**config.mk**
```make
export PLATFORM = sky130hd
export DESIGN_NAME = tick_generator
export DESIGN_NICKNAME = d
export VERILOG_FILES = /design/src/rtl/tick_gen_pkg.sv /design/src/rtl/tick_channel.sv /design/src/rtl/tick_generator.sv
export SDC_FILE = /design/constraint.sdc
export NUM_CORES = 1
export LEC_CHECK = 0
export BUFFER_PORTS_ARGS = -buffer_cell sky130_fd_sc_hd__buf_2
export CORE_UTILIZATION = 50
export CTS_BUF_LIST = sky130_fd_sc_hd__clkbuf_8
export CTS_CLUSTER_DIAMETER = 200
export DETAILED_ROUTE_END_ITERATION = 10
export HOLD_SLACK_MARGIN = 0.02
export PLACE_DENSITY_LB_ADDON = 0.15
export RECOVER_POWER = 25
export SKIP_CTS_REPAIR_TIMING = 1
export SYNTH_ARGS = -nofsm -noshare
export SYNTH_HDL_FRONTEND = slang
export SYNTH_SLANG_ARGS = --single-unit
```
**constraint.sdc**
```tcl
create_clock -name clk -period 11.6 [get_ports clk]
set_input_delay 2.32 -clock clk [delete_from_list [all_inputs] [get_ports clk]]
set_output_delay 2.32 -clock clk [all_outputs]
set_load 0.01 [all_outputs]
```
**src/rtl/tick_gen_pkg.sv**
```systemverilog
// tick_gen_pkg: shared widths, defaults and divisor arithmetic for the tick generator
package tick_gen_pkg;
  localparam int MIN_DIV_DEF = 2;
  function automatic int ch_w(input int n);
    return (n > 1) ? $clog2(n) : 1;
  endfunction
  function automatic logic [63:0] default_div(input logic [63:0] hz, input logic [63:0] rate);
    return hz / rate;
  endfunction
  function automatic logic [63:0] clamp_div(input logic [63:0] d, input logic [63:0] min_div);
    return (d < min_div) ? min_div : d;
  endfunction
  function automatic logic [63:0] accel_div(input logic [63:0] base, input int shift, input logic [63:0] min_div);
    return clamp_div(base - (base >> shift), min_div);
  endfunction
endpackage

```
**src/rtl/tick_channel.sv**
```systemverilog
// tick_channel: one divider channel with shadowed divisor reload and accelerate
module tick_channel
  import tick_gen_pkg::*;
#(
  parameter int DIV_W = 32,
  parameter logic [DIV_W-1:0] DEFAULT_DIV = DIV_W'(10),
  parameter int MIN_DIV = MIN_DIV_DEF,
  parameter int ACCEL_SHIFT = 4
) (
  input  logic             clk,
  input  logic             rst_n,
  input  logic             en,
  input  logic             wr,
  input  logic [DIV_W-1:0] wr_div,
  input  logic             acc,
  output logic             tick,
  output logic             square,
  output logic             shadow_full
);
  logic [DIV_W-1:0] cnt, active_div, shadow, base, nxt_shadow;
  logic wrap, load;
  always_comb begin
    wrap = en && cnt == active_div - DIV_W'(1);
    load = shadow_full && (!en || wrap);
    base = shadow_full ? shadow : active_div;
    nxt_shadow = wr ? DIV_W'(clamp_div(64'(wr_div), 64'(MIN_DIV)))
                    : DIV_W'(accel_div(64'(base), ACCEL_SHIFT, 64'(MIN_DIV)));
  end
  // a new shadow write in the wrap cycle survives for the next wrap
  always_ff @(posedge clk) begin
    if (!rst_n) begin
      cnt <= '0;
      active_div <= DEFAULT_DIV;
      shadow <= '0;
      shadow_full <= 1'b0;
      tick <= 1'b0;
      square <= 1'b0;
    end else begin
      cnt <= (en && !wrap) ? cnt + DIV_W'(1) : '0;
      tick <= wrap;
      if (wrap) square <= ~square;
      if (load) active_div <= shadow;
      if (wr || acc) begin
        shadow <= nxt_shadow;
        shadow_full <= 1'b1;
      end else if (load) shadow_full <= 1'b0;
    end
  end
endmodule

```
**src/rtl/tick_generator.sv**
```systemverilog
// tick_generator: multi-channel tick/square generator with runtime divisor config and accelerate
module tick_generator
  import tick_gen_pkg::*;
#(
  parameter int CLK_HZ = 50000000,
  parameter int NUM_CH = 4,
  parameter int DIV_W = 32,
  parameter int DEFAULT_RATE = 1,
  parameter int MIN_DIV = MIN_DIV_DEF,
  parameter int ACCEL_SHIFT = 4
) (
  input  logic                        clk,
  input  logic                        rst_n,
  input  logic [NUM_CH-1:0]           en,
  input  logic                        cfg_valid,
  output logic                        cfg_ready,
  input  logic [ch_w(NUM_CH)-1:0]     cfg_ch,
  input  logic [DIV_W-1:0]            cfg_div,
  input  logic [NUM_CH-1:0]           accel,
  output logic [NUM_CH-1:0]           tick,
  output logic [NUM_CH-1:0]           square
);
  localparam int CH_W = ch_w(NUM_CH);
  localparam logic [DIV_W-1:0] DEFAULT_DIV = DIV_W'(default_div(64'(CLK_HZ), 64'(DEFAULT_RATE)));
  logic [NUM_CH-1:0] full, wr, acc;
  logic [(1<<CH_W)-1:0] full_ext;
  logic xfer;
  // unused channel codes read as empty, so out-of-range writes are accepted and dropped
  always_comb begin
    full_ext = '0;
    full_ext[NUM_CH-1:0] = full;
    cfg_ready = !full_ext[cfg_ch];
    xfer = cfg_valid && cfg_ready;
  end
  for (genvar i = 0; i < NUM_CH; i++) begin : g_ch
    assign wr[i] = xfer && cfg_ch == CH_W'(i);
    assign acc[i] = accel[i] && !wr[i];
    tick_channel #(
      .DIV_W(DIV_W),
      .DEFAULT_DIV(DEFAULT_DIV),
      .MIN_DIV(MIN_DIV),
      .ACCEL_SHIFT(ACCEL_SHIFT)
    ) u_ch (
      .clk(clk),
      .rst_n(rst_n),
      .en(en[i]),
      .wr(wr[i]),
      .wr_div(cfg_div),
      .acc(acc[i]),
      .tick(tick[i]),
      .square(square[i]),
      .shadow_full(full[i])
    );
  end
endmodule

```
==> results of run 1 <==
==> power groups by stage <==
stage / registers (mW) / clock network (mW) / logic [mW]
after floorplan: 1.58 / 0 / 1.49
after global placement: 1.66 / 0 / 1.86
after detailed placement: 1.66 / 0 / 1.87
after CTS: 1.63 / 1.36 / 1.88
after global routing: 1.65 / 1.42 / 2.10
final: 1.64 / 1.32 / 1.91
==> cells in the final DEF, fill, tap and decap left out, types with 13 or more instances in the layout <==
master,count
sky130_fd_sc_hd__nor2_1,474
sky130_fd_sc_hd__dfxtp_1,394
sky130_fd_sc_hd__nand2_1,327
sky130_fd_sc_hd__mux2i_1,287
sky130_fd_sc_hd__xnor2_1,183
sky130_fd_sc_hd__a21oi_1,182
sky130_fd_sc_hd__inv_1,173
sky130_fd_sc_hd__nand3_1,157
sky130_fd_sc_hd__xor2_1,147
sky130_fd_sc_hd__o21ai_0,129
sky130_fd_sc_hd__ha_1,120
sky130_fd_sc_hd__a211oi_1,119
sky130_fd_sc_hd__nor3_1,106
sky130_fd_sc_hd__clkbuf_8,86
sky130_fd_sc_hd__nand4_1,68
sky130_fd_sc_hd__a21o_1,53
sky130_fd_sc_hd__and3_1,53
sky130_fd_sc_hd__o211ai_1,47
sky130_fd_sc_hd__nor4_1,47
sky130_fd_sc_hd__a31oi_1,44
sky130_fd_sc_hd__buf_2,43
sky130_fd_sc_hd__nor2b_1,42
sky130_fd_sc_hd__or3_1,42
sky130_fd_sc_hd__o21a_1,39
sky130_fd_sc_hd__and2_1,31
sky130_fd_sc_hd__o31ai_1,29
sky130_fd_sc_hd__and4_1,22
sky130_fd_sc_hd__mux2_2,21
sky130_fd_sc_hd__or4_1,21
sky130_fd_sc_hd__nand2b_1,21
sky130_fd_sc_hd__nor3b_1,16
sky130_fd_sc_hd__o21ai_1,15
sky130_fd_sc_hd__clkbuf_1,14
sky130_fd_sc_hd__a211o_1,13
sky130_fd_sc_hd__o21bai_1,13
==> sequential cells by signal, indices dropped and copies added (netlist names) <==
name and flops:
g_ch.u_ch.cnt 128, g_ch.u_ch.active_div 128, g_ch.u_ch.shadow_full 4, g_ch.u_ch.square 4, g_ch.u_ch.tick 4, g_ch.u_ch.shadow 128
==> area by class of cell <==
| type | count | area share |
|---|---|---|
| well taps | 773 | 0.0303 |
| multi-input cells | 3102 | 0.648 |
| repair buffers | 69 | 0.0112 |
| clock buffers | 86 | 0.0371 |
| clock inverters | 43 | 0.00721 |
| flip-flops and latches | 396 | 0.248 |
| diodes | 2 | 0.000157 |
| inverters | 150 | 0.0178 |
==> metal layers <==
metal	GRT usage	part of all wire
met5	0	0.00015
met4	0.0994	0.032
met3	0.0456	0.058
met2	0.430	0.43
met1	0.390	0.48
==> cells by family after synthesis <==
logic type      after synthesis  synth area share
compound gates              840             0.189
xor+xnor                    330            0.0957
fa+ha+maj                   124            0.0524
buf+inv                     381            0.0518
flops                       396             0.262
mux                         308             0.103
simple gates               1500             0.246
==> synth_stat cells (15+ instances only) <==
cell type                  count  area share
sky130_fd_sc_hd__xnor2_1     183       0.053
sky130_fd_sc_hd__clkbuf_1    179       0.022
sky130_fd_sc_hd__xor2_1      147       0.043
sky130_fd_sc_hd__or4_1        21      0.0052
sky130_fd_sc_hd__buf_1        15      0.0019
sky130_fd_sc_hd__a21oi_1     182       0.030
sky130_fd_sc_hd__o21a_1       39      0.0097
sky130_fd_sc_hd__mux2_2       21      0.0078
sky130_fd_sc_hd__o21ai_1      16      0.0027
sky130_fd_sc_hd__ha_1        120       0.050
sky130_fd_sc_hd__a31oi_1      44      0.0091
sky130_fd_sc_hd__nand3_1     159       0.026
sky130_fd_sc_hd__nor3b_1      16      0.0040
sky130_fd_sc_hd__nor2b_1      43      0.0089
sky130_fd_sc_hd__or3_1        43      0.0089
sky130_fd_sc_hd__and2_1       32      0.0066
sky130_fd_sc_hd__a21o_1       53       0.013
sky130_fd_sc_hd__buf_2        15      0.0025
sky130_fd_sc_hd__nor3_1      105       0.017
sky130_fd_sc_hd__mux2i_1     287       0.095
sky130_fd_sc_hd__inv_1       148       0.018
sky130_fd_sc_hd__o21ai_0     128       0.021
sky130_fd_sc_hd__nand2b_1     21      0.0043
sky130_fd_sc_hd__nand2_1     327       0.041
sky130_fd_sc_hd__a211oi_1    119       0.030
sky130_fd_sc_hd__and3_1       53       0.011
sky130_fd_sc_hd__o211ai_1     47       0.012
sky130_fd_sc_hd__nor4_1       45      0.0093
sky130_fd_sc_hd__nor2_1      474       0.059
sky130_fd_sc_hd__o31ai_1      29      0.0072
sky130_fd_sc_hd__nand4_1      67       0.014
sky130_fd_sc_hd__and4_1       22      0.0064
sky130_fd_sc_hd__dfxtp_1     396        0.26
==> path summary, 6_finish.rpt <==
kind,to,startpoint,slack [ns]
worst min register to register,g_ch[1].u_ch.active_div[18],g_ch[1].u_ch.shadow[18],0.47
worst max-delay path,g_ch[1].u_ch.cnt[31],rst_n,3.87
worst max register to register,g_ch[2].u_ch.shadow[0],g_ch[2].u_ch.shadow_full,5.00
worst min-delay path,g_ch[1].u_ch.active_div[18],g_ch[1].u_ch.shadow[18],0.47
==> worst min-delay path, delay by kind of cell, from the launching register on <==
family / cells / cell delay, ns
flip-flops: 1 / 0.32
AND/OR/NAND/NOR: 1 / 0.06
AO/OA/AOI/OAI: 1 / 0.05
==> metrics.log, run 1 <==
INFO  metric clock_path_buffers = 3
INFO  metric power.leakage = 12.4 nW
INFO  metric power_per_cell_area = 152 nW/um2
INFO  metric port_buffers = 53
INFO  metric area_growth = 5.74%
INFO  metric setup_violations = 0
INFO  metric layout.filler_cells = 5,803
INFO  metric period_needed = 7.73 ns
INFO  metric clock_insertion_delay_at_the_later_pin_of_the_skew_report = 0.69 ns
INFO  metric switching_power = 1.92 mW
INFO  metric crit_type = primary input to flop
INFO  metric total_negative_slack = 0 ns
INFO  metric syn-instance-count = 3,879
INFO  metric cp_num_cells = 4
INFO  metric fp.dieW = 248 um
INFO  metric grtUsageTotal = 0.279
INFO  metric detail_route.wl_per_cell = 18.7 um
INFO  metric crit_required = 12.19 ns
INFO  metric route.antenna.remaining_nets = 0
INFO  metric route.detailed.drc = 2
INFO  metric ys.flop_type = sky130_fd_sc_hd__dfxtp_1
INFO  metric finalMaxSlewViolations = 325
INFO  metric power.share.clock = 0.272
INFO  metric depth_of_the_cts_h_tree = 3
INFO  metric power_frac_comb = 0.392
INFO  metric worst_path_largest_cell_delay = 2.10 ns
INFO  metric worst_clock_skew = 0.0220 ns
INFO  metric ys.warnings.count = 0
INFO  metric dp_cells = 4,490
INFO  metric synth_sequential_area_ratio = 0.262
INFO  metric tightestPinTransition = 3.79 ns
INFO  metric cp_max_fo = 58
INFO  metric outcome = finished with violations
INFO  metric fp-row-count = 89
INFO  metric synth.ff_latch_count = 396
INFO  metric finalCritPeriodShare = 0.666
INFO  metric cpLargestDelayFamily = buffers and inverters
INFO  metric clkTransAtPathRegs = 0.06 ns
INFO  metric grt_antenna_before_repair = 3
INFO  metric cp.arrival = 8.31 ns
INFO  metric top_level_ports = 54
INFO  metric fraction_of_final_layout_cells_with_drive_strength_greater_than_1 = 0.0624
INFO  metric detailedPlacementHpwl = 63,800 um
INFO  metric grt-ovfl-total = 0
INFO  metric fin_total_pwr = 4.87 mW
INFO  metric place_ws = 5.81 ns
INFO  metric path_buf_inv = 2
INFO  metric worst_slack = 3.87 ns
INFO  metric finish.net_count = 3,961
INFO  metric grt_start_max_net_pins = 108
INFO  metric cts-root-buf = sky130_fd_sc_hd__clkbuf_8
INFO  metric sequential_cell_area = 7930 um2
INFO  metric clock_sinks = 396
INFO  metric place_congestion = 0.945
INFO  metric synth-edff-count = 0
INFO  metric first_global_vias = 25,100
INFO  metric worst_path_most_repeated_cell = sky130_fd_sc_hd__clkbuf_1
INFO  metric postSynth.asyncResetShare = 0
INFO  metric startpoint_type = primary input
INFO  metric avgViaCountPerCell = 5.97
INFO  metric violations = design-rule violations, max-capacitance violations, max-slew violations
INFO  metric core_area = 59,400 um2
INFO  metric tritoncts_clock_tree = built
INFO  metric vias = 27,600
INFO  metric totalWireLength = 86,600 um
INFO  metric critical_path.slowest_cell = sky130_fd_sc_hd__clkbuf_1
INFO  metric cp_cell_sequence = clkbuf_1 > clkbuf_1 > nand2_1 > a21oi_1
INFO  metric unrepaired_setup_endpoints_after_global_routing = no
INFO  metric p_int = 2.95 mW
INFO  metric clock.fmax = 0.129 GHz
INFO  metric stdcell_count = 4,621
INFO  metric slew-limit-headroom = -1.52
INFO  metric power.share.sequential = 0.336
INFO  metric worst_ir_drop_vdd = 0.106 mV
INFO  metric tritoncts.num_buffers = 73
INFO  metric fp.dieArea = 61,400 um2
INFO  metric timing.reg2reg.worst_path_depth = 14
INFO  metric finish.utilization = 0.538
INFO  metric ys_types = 94
INFO  metric placed_area = 30,600 um2
INFO  metric synth_area_per_cell = 7.79 um2
INFO  metric netSwitchingFraction = 0.395
INFO  metric die-height = 248 um
INFO  metric initial_core_util = 0.509
INFO  metric holdWs = 0.466 ns
INFO  metric cells_on_worst_hold_path = 2
INFO  metric setup.worst_path.end_class = flop
INFO  metric report.final.hold_viol_count = 0
INFO  metric hp-class = flop to flop
INFO  metric maxCapViolations = 7
INFO  metric multi_input_comb_area = 20,700 um2
INFO  metric mappedNetlistNets = 4,048
INFO  metric drt_first_pass_iters = 8
INFO  metric wire_length_of_the_first_global_routing_pass = 137,000 um
INFO  metric final_cell_area = 31,900 um2
INFO  metric synth.cell_area = 30,200 um2
INFO  metric detail_route.iter0.violations = 2,007
Power figures use the tool's default switching activity.
==> run 2: changes to the inputs <==
==> constraint.sdc (replaced) <==
create_clock -name clk -period 7.2 [get_ports clk]
set_input_delay 1.44 -clock clk [delete_from_list [all_inputs] [get_ports clk]]
set_output_delay 1.44 -clock clk [all_outputs]
set_load 0.01 [all_outputs]
==> run 2 against run 1 <==
  * The run ends with max-capacitance violations, max-slew violations left
  * Hold slack improved by 0.011 ns
  * Sequential power increased by 62%
  * Clock power up 76%
  * Sequential cell count unchanged
  * Routed wire length increased by 1.3%
  * Via count hardly changed
  * Sequential share of layout area is 0.094 points lower
  * Count of clock-buffer cells in the layout increased by 4
  * Clock skew is 0.027 ns higher
  * Die area unchanged
  * Critical endpoint is now g_ch[1].u_ch.shadow[0]
  * Largest cell class unchanged
==> metrics.log, run 2 (synthesis gave the netlist of run 1 again) <==
INFO  metric power_per_cell_area = 252 nW/um2 (+65%)
INFO  metric vias = 27,600 (+0.069%)
INFO  metric grt_start_max_net_pins = 84 (-22%)
INFO  metric power.share.clock = 0.287 (+0.015)
INFO  metric detail_route.iter0.violations = 2,058 (+2.5%)
INFO  metric route.antenna.remaining_nets = 0 (unchanged)
INFO  metric fp.dieW = 248 um (unchanged)
INFO  metric netSwitchingFraction = 0.392 (-0.00276)
INFO  metric setup.worst_path.end_class = flop
INFO  metric setup_violations = 0 (unchanged)
INFO  metric grt_antenna_before_repair = 2 (-1)
INFO  metric switching_power = 3.16 mW (+64%)
INFO  metric clkTransAtPathRegs = 0.06 ns (about the same)
INFO  metric tritoncts.num_buffers = 76 (+4.1%)
INFO  metric clock_sinks = 396 (unchanged)
INFO  metric initial_core_util = 0.509 (unchanged)
INFO  metric avgViaCountPerCell = 5.98 (about the same)
INFO  metric grt-ovfl-total = 0 (unchanged)
INFO  metric die-height = 248 um (unchanged)
INFO  metric mostFrequentLayoutCell = sky130_fd_sc_hd__nor2_1
INFO  metric cp.arrival = 6.42 ns (-1.89 ns)
INFO  metric drt_first_pass_iters = 7 (-1)
INFO  metric route.detailed.drc = 0 (-2)
INFO  metric r2r_slack = 1.45 ns (-3.55 ns)
INFO  metric dp_cells = 4,490 (unchanged)
INFO  metric area_growth = 6.13%
INFO  metric crit_required = 7.76 ns (-4.43 ns)
INFO  metric finalCritPeriodShare = 0.815
INFO  metric clock_path_buffers = 3 (unchanged)
INFO  metric stdcell_count = 4,621 (unchanged)
INFO  metric startpoint_type = primary input
INFO  metric detailedPlacementHpwl = 65,400 um (+2.6%)
INFO  metric maxCapViolations = 5 (-2)
INFO  metric core_area = 59,400 um2 (unchanged)
INFO  metric tritoncts_clock_tree = built
INFO  metric cp_max_fo = 83 (+43%)
INFO  metric power_frac_comb = 0.383 (-0.009)
INFO  metric worst_ir_drop_vdd = 0.147 mV (+39%)
INFO  metric report.final.hold_viol_count = 0 (unchanged)
INFO  metric power.leakage = 12.4 nW (+0.51%)
INFO  metric fp.dieArea = 61,400 um2 (unchanged)
INFO  metric clock_insertion_delay_at_the_later_pin_of_the_skew_report = 0.69 ns (about the same)
INFO  metric cts-root-buf = sky130_fd_sc_hd__clkbuf_8
INFO  metric registers_with_the_highest_flip_flop_counts = g_ch.u_ch.active_div x128, g_ch.u_ch.cnt x128, g_ch.u_ch.shadow x128
INFO  metric grtUsageTotal = 0.281 (+0.00218)
INFO  metric clock.fmax = 0.170 GHz
INFO  metric p_int = 4.91 mW (+66%)
INFO  metric port_buffers = 53 (unchanged)
INFO  metric layout.cells.most_common_list = sky130_fd_sc_hd__nor2_1, sky130_fd_sc_hd__dfxtp_1, sky130_fd_sc_hd__nand2_1
INFO  metric worst_clock_skew = 0.0492 ns (+0.0271 ns)
INFO  metric outcome = finished with violations
INFO  metric crit_type = primary input to flop
INFO  metric detail_route.wl_per_cell = 19.0 um (+1.3%)
INFO  metric totalWireLength = 87,800 um (+1.3%)
INFO  metric unrepaired_setup_endpoints_after_global_routing = no
INFO  metric violations = max-capacitance violations, max-slew violations
INFO  metric finalMaxSlewViolations = 241 (-26%)
INFO  metric wire_length_of_the_first_global_routing_pass = 138,000 um (+0.58%)
INFO  metric hp-class = flop to flop
INFO  metric finish.net_count = 3,964 (+0.076%)
INFO  metric period_needed = 5.87 ns
INFO  metric total_negative_slack = 0 ns (unchanged)
INFO  metric fraction_of_final_layout_cells_with_drive_strength_greater_than_1 = 0.0621 (-0.000276)
INFO  metric first_global_vias = 25,200 (+0.27%)
INFO  metric slew-limit-headroom = -0.930 (+0.594)
INFO  metric power.share.sequential = 0.330 (-0.006)
INFO  metric top_level_ports = 54 (unchanged)
INFO  metric depth_of_the_cts_h_tree = 3 (unchanged)
INFO  metric place_congestion = 0.942 (-0.35%)
INFO  metric tightestPinTransition = 2.90 ns (-0.892 ns)
INFO  metric fp-row-count = 89 (unchanged)
-- run 2: cell count changes in the layout (fill, tap and decap cells not counted), sizes merged --
cell / before / now
clkinv: 11 / 6
clkbuf: 100 / 101
clkinvlp: 3 / 2
buf: 55 / 58
bufinv: 1 / 4
diode: 2 / 1
-- run 2: final cells by class --
| type | instances | area (um2) |
|---|---|---|
| Fill cell | 5818 | 27300 |
| Multi-Input combinational cell | 3102 | 20700 |
| Sequential cell | 396 | 7930 |
| Clock buffer | 90 | 1240 |
| Tap cell | 773 | 967 |
| Inverter | 150 | 563 |
| Timing Repair Buffer | 69 | 370 |
| Clock inverter | 40 | 298 |
| Antenna cell | 1 | 2.50 |
-- run 2: worst paths after layout --
check / end / depth (start not counted) / from
max reg2reg: g_ch[0].u_ch.shadow[0] / 13 / g_ch[0].u_ch.shadow_full
min reg2reg: g_ch[1].u_ch.cnt[0] / 1 / g_ch[1].u_ch.cnt[0]
max: g_ch[1].u_ch.shadow[0] / 5 / rst_n
min: g_ch[1].u_ch.cnt[0] / 1 / g_ch[1].u_ch.cnt[0]
-- run 2: metrics by stage --
step / hold WS [ns] / setup slack [ns] / utilization / instance area (um2) / total power, mW
finish: 0.477 / 1.33 / 0.540 / 32100 / 8.07
global placement: 0.456 / 2.14 / 0.516 / 30600 / 5.73
global route: 0.485 / 0.936 / 0.540 / 32100 / 8.54
detailed placement: 0.465 / 2.03 / 0.516 / 30600 / 5.72
floorplan: 0.441 / 2.56 / - / 30200 / 4.94
CTS: 0.477 / 2.00 / 0.542 / 32100 / 8.06
-- run 2: power groups by stage --
stage | clock [mW] | combinational, mW | sequential (mW)
after floorplan | 0 | 2.39 | 2.55
after global placement | 0 | 3.03 | 2.70
after CTS | 2.36 | 3.04 | 2.65
final | 2.32 | 3.09 | 2.66
after global routing | 2.47 | 3.39 | 2.68
after detailed placement | 0 | 3.02 | 2.70
-- run 2: worst max-delay path, cell delays in order --
cell and delay (ns):
sky130_fd_sc_hd__buf_6 0.22, sky130_fd_sc_hd__inv_1 2.04, sky130_fd_sc_hd__clkbuf_1 2.16, sky130_fd_sc_hd__nor3_1 0.11
sky130_fd_sc_hd__a32o_1 0.37
-- run 2: layer usage --
metal / global-route usage / wire, um / vias to the layer above
met1: 0.395 / 42100 / 12900
met5: 0 / 9 / -
met4: 0.0819 / 2460 / 2
met3: 0.0437 / 4930 / 143
met2: 0.440 / 38300 / 711
li1: - / - / 13800
